**src/rtl/alu_op_sequencer.sv**
```systemverilog
// Valid/ready command front-end for the 8-bit ALU: registers operands onto the ALU, captures Y/Cout plus flags.
// Optional feature: define ALU_ACC_EN to add a result accumulator selectable as operand A via cmd_use_acc.
module alu_op_sequencer #(
    parameter int WIDTH = 8
) (
    input  logic             clk,
    input  logic             rst,
    input  logic             cmd_valid,
    output logic             cmd_ready,
    input  logic [WIDTH-1:0] cmd_a,
    input  logic [WIDTH-1:0] cmd_b,
    input  logic [2:0]       cmd_sel,
    input  logic             cmd_use_acc,
    output logic [WIDTH-1:0] alu_a,
    output logic [WIDTH-1:0] alu_b,
    output logic [2:0]       alu_sel,
    input  logic [WIDTH-1:0] alu_y,
    input  logic             alu_cout,
    output logic             res_valid,
    input  logic             res_ready,
    output logic [WIDTH-1:0] res_y,
    output logic             res_c,
    output logic             res_z,
    output logic             res_n,
    output logic             res_err
);

    typedef enum logic [1:0] {
        IDLE = 2'd0,
        EXEC = 2'd1,
        DONE = 2'd2
    } state_t;

    state_t state, next_state;

    logic accept;
    logic capture;
    logic sel_illegal;
    logic sel_arith;
    logic [WIDTH-1:0] load_a;

    // Ready is masked by reset so nothing can be accepted on the reset edge.
    assign cmd_ready = (state == IDLE) && !rst;
    assign accept    = cmd_valid && cmd_ready;

    always_ff @(posedge clk) begin
        if (rst) begin
            state <= IDLE;
        end else begin
            state <= next_state;
        end
    end

    always_comb begin
        next_state = state;
        capture    = 1'b0;
        case (state)
            IDLE: begin
                if (accept) begin
                    next_state = EXEC;
                end
            end
            EXEC: begin
                capture    = 1'b1;
                next_state = DONE;
            end
            DONE: begin
                if (res_ready) begin
                    next_state = IDLE;
                end
            end
            default: begin
                next_state = IDLE;
            end
        endcase
    end

    assign sel_illegal = alu_sel[2] & alu_sel[1];
    assign sel_arith   = (alu_sel[2:1] == 2'b00);

`ifdef ALU_ACC_EN
    logic [WIDTH-1:0] acc;

    always_ff @(posedge clk) begin
        if (rst) begin
            acc <= '0;
        end else if (capture) begin
            acc <= sel_illegal ? '0 : alu_y;
        end
    end

    assign load_a = cmd_use_acc ? acc : cmd_a;
`else
    assign load_a = cmd_a;
`endif

    // ALU operand registers only move on acceptance; the ALU settles during EXEC.
    always_ff @(posedge clk) begin
        if (rst) begin
            alu_a   <= '0;
            alu_b   <= '0;
            alu_sel <= '0;
        end else if (accept) begin
            alu_a   <= load_a;
            alu_b   <= cmd_b;
            alu_sel <= cmd_sel;
        end
    end

    always_ff @(posedge clk) begin
        if (rst) begin
            res_y   <= '0;
            res_c   <= 1'b0;
            res_z   <= 1'b0;
            res_n   <= 1'b0;
            res_err <= 1'b0;
        end else if (capture) begin
            res_y   <= sel_illegal ? '0 : alu_y;
            res_c   <= sel_arith & alu_cout;
            res_z   <= !sel_illegal && (alu_y == '0);
            res_n   <= !sel_illegal && alu_y[WIDTH-1];
            res_err <= sel_illegal;
        end
    end

    always_ff @(posedge clk) begin
        if (rst) begin
            res_valid <= 1'b0;
        end else if (capture) begin
            res_valid <= 1'b1;
        end else if ((state == DONE) && res_ready) begin
            res_valid <= 1'b0;
        end
    end

    // A presented command must be fully defined, including the accumulator select.
    assert property (@(posedge clk) disable iff (rst)
        cmd_valid |-> !$isunknown({cmd_a, cmd_b, cmd_sel, cmd_use_acc}));

    assert property (@(posedge clk) disable iff (rst)
        (res_valid && !res_ready) |=> (res_valid && $stable(res_y) && $stable(res_err)));

endmodule

```
**config.mk**
```make
export PLATFORM = sky130hd
export DESIGN_NAME = alu_op_sequencer
export DESIGN_NICKNAME = d
export VERILOG_FILES = /design/src/rtl/alu_op_sequencer.sv
export SDC_FILE = /design/constraint.sdc
export NUM_CORES = 1
export LEC_CHECK = 0
export ABC_AREA = 1
export BUFFER_PORTS_ARGS = -buffer_cell sky130_fd_sc_hd__buf_2
export CORE_MARGIN = 2
export CORE_UTILIZATION = 38
export DETAILED_ROUTE_END_ITERATION = 8
export PLACE_DENSITY = 0.72
export SLEW_MARGIN = 10
export SYNTH_ARGS = -nofsm -noshare
export SYNTH_HDL_FRONTEND = slang
export SYNTH_SLANG_ARGS = --single-unit
export TNS_END_PERCENT = 20
```
**constraint.sdc**
```tcl
create_clock -name clk -period 1.05 [get_ports clk]
set_clock_uncertainty 0.1 [all_clocks]
set_input_delay 0.105 -clock clk [delete_from_list [all_inputs] [get_ports clk]]
set_output_delay 0.105 -clock clk [all_outputs]
set_load 0.03 [all_outputs]
```
==> run metrics <==
status complete, but fails checks; failing checks setup timing; Vias 1439; dpl ws -95.7 ps; Synth top area share 55.6%; Placer Congestion 0.743; largest net degree at the start of global routing 20; final setup fails 33; RSZ-0062 raised after global routing true; total CTS buffers 5; post-route cell area 2410 µm²; CTS max path bufs 2; Die Y 59.9 µm; Async SR Flop Fraction 0%; Final Hold Fails 0; share of cells above drive strength 1 58.5%; Sw Pwr 0.806 mW; core area 3000 µm²; fin nets 298; Layout area overhead 103%; initial antenna violation count 0; P_int 2.00 mW; R2R depth 7; WL/cell 13.4 µm; Reg clk slew, reported paths 90 ps; top cells by area, synth dfxtp_1 56%, nand2_1 19%, a21oi_1 13%; Critical Path Sink Type primary output; Skew-Pair Late Insertion Delay 330 ps; CP endpoint cmd_ready; Critical Path Source Type flip-flop; die width 59.9 µm; synth warn 0; kind of critical path reg2out; FF-to-FF setup slack -210 ps; data arrival time of the worst path 1100 ps; post-route ant nets 0; clock root buffer clkbuf_4; Reg power frac 48.8%; IO Port Bufs 64; Inst Count DP 254; DRT Pass-1 Iters 4; Post-synth top cells 60 x nand2_1, 33 x dfxtp_1, 31 x a21oi_1; setup TNS -5320 ps; Critical Path RT 840 ps; # DRC 0; HP Class in2reg; FF-to-FF End alu_a[5]; #FFs+latches synth 33; Worst Hold Slack 72.9 ps; Iteration-0 DRC Markers 38; Fillers 186; first-pass GRT wire length 5.54 mm; PwrDens 1160 nW/µm²; Static Leak 1.03 nW; largest area contributor in the netlist dfxtp_1; worst setup path start state[0]; Cell variety after synth 15; Gate power share 25.8%; min cycle time layout 1310 ps; Non-Filler Instances 298; Max Slew Vio Count 0; post-DR vias/cell 4.83; Ant. Diodes 0; CTS tree yes; Syn Nets 187; number of flops mapped to enable cells by yosys 0; Sink Count 33; worst slew pin tran 263 ps; global route overflow 0; Max VDD drop 988 µV; Slew Limit Headroom 82.5%; count leader, synth nand2_1; Mapped Avg Cell Area 7.71 µm²; Post-Syn Area 1190 µm²; total power 2.81 mW; cells after synthesis 154; Initial Utilization 39.5%; max_cap viols 0; post-route setup slack -257 ps; Die ar. 3590 µm²; Max Fclk 765 MHz; CTS H-tree lvls 2; Rows 20; post-layout util 80.3%; clock share of power 25.4%; Total Routing Usage GR 20.8%; Routed WL 4.00 mm; IO Pins 66; vias in the first global route 1322; Seq/Total Area, Yosys 55.6%; Synth Flop Type dfxtp_1; critical path peak fanout 2; worst reg2reg startpoint state[0]; Placement Cell Area 1590 µm²; HPWL Detailed 2.05 mm; switch share 28.7%; fin crit share 124%
-- area by class of cell --
type | count | area [µm²] | area share, %
Clock buffer | 7 | 55.1 | 2.28
Inverter | 5 | 23.8 | 0.985
Multi-Input combinational cell | 107 | 584 | 24.2
Sequential cell | 33 | 704 | 29.2
Tap cell | 33 | 41.3 | 1.71
Timing Repair Buffer | 113 | 1000 | 41.6
-- cell usage in the layout, fill, tap and decap left out --
cell type / n
nor2_1: 8
nor2_4: 1
inv_4: 2
nand2_1: 52
buf_4: 10
buf_2: 31
nand3_1: 1
nor3_4: 1
inv_1: 2
clkbuf_1: 1
dfxtp_2: 32
nand3b_1: 1
dfxtp_4: 1
a21oi_1: 13
nand3_4: 1
clkbuf_4: 5
buf_6: 42
nand2_2: 6
inv_2: 1
o21ai_0: 2
a21oi_2: 19
dlygate4sd3_1: 30
clkbuf_8: 1
nand2_4: 2
-- critical path, cell delays in order, from the launching register on --
cell     delay, ps
dfxtp_2        330
buf_6          110
nor3_4         170
buf_6          150
-- how the worst min path moves through the flow --
stage,from,endpoint,slack [ps],cells after the start
final,cmd_valid,state[0],70,4
after global routing,cmd_valid,state[0],60,4
after CTS,rst,alu_sel[2],80,3
after detailed placement,cmd_sel[1],alu_sel[1],260,3
after global placement,cmd_a[5],alu_a[5],250,3
after floorplan,cmd_a[2],alu_a[2],150,2
-- metal layers --
layer  GRT usage, %  share of wire (%)
met4           4.76                1.2
met5              0                  0
met1           20.1                 39
met3           8.01                5.4
met2           40.5                 54
-- logic make-up after synthesis --
logic type	Yosys count	share of synthesized area [%]
buf+inv	14	6.00
simple gates	73	23.7
compound gates	34	14.6
flops	33	55.6
-- power groups by stage --
stage          clock network [mW]  registers, mW  logic (mW)
2_1_floorplan                   0           1.49       0.156
3_3_place_gp                    0           1.37       0.445
5_1_grt                     0.794           1.38       0.771
4_1_cts                     0.731           1.35       0.628
3_5_place_dp                    0           1.37       0.449
6_report                    0.712           1.37       0.724
-- flip-flops by register name, indices dropped and copies added (netlist names) --
signal / flops
res_z: 1
alu_b: 8
res_valid: 1
res_c: 1
alu_a: 8
state: 2
alu_sel: 3
res_y: 8
res_err: 1
-- what timing repair did --
item	4_1_cts	5_1_grt
pin swaps	4	6
resized for setup	69	75
hold endpoints to repair	32	0
hold buffers	30	0
cloned	1	0
endpoints found under the setup margin	61	66
setup buffers	4	2
Power figures use the tool's default switching activity.
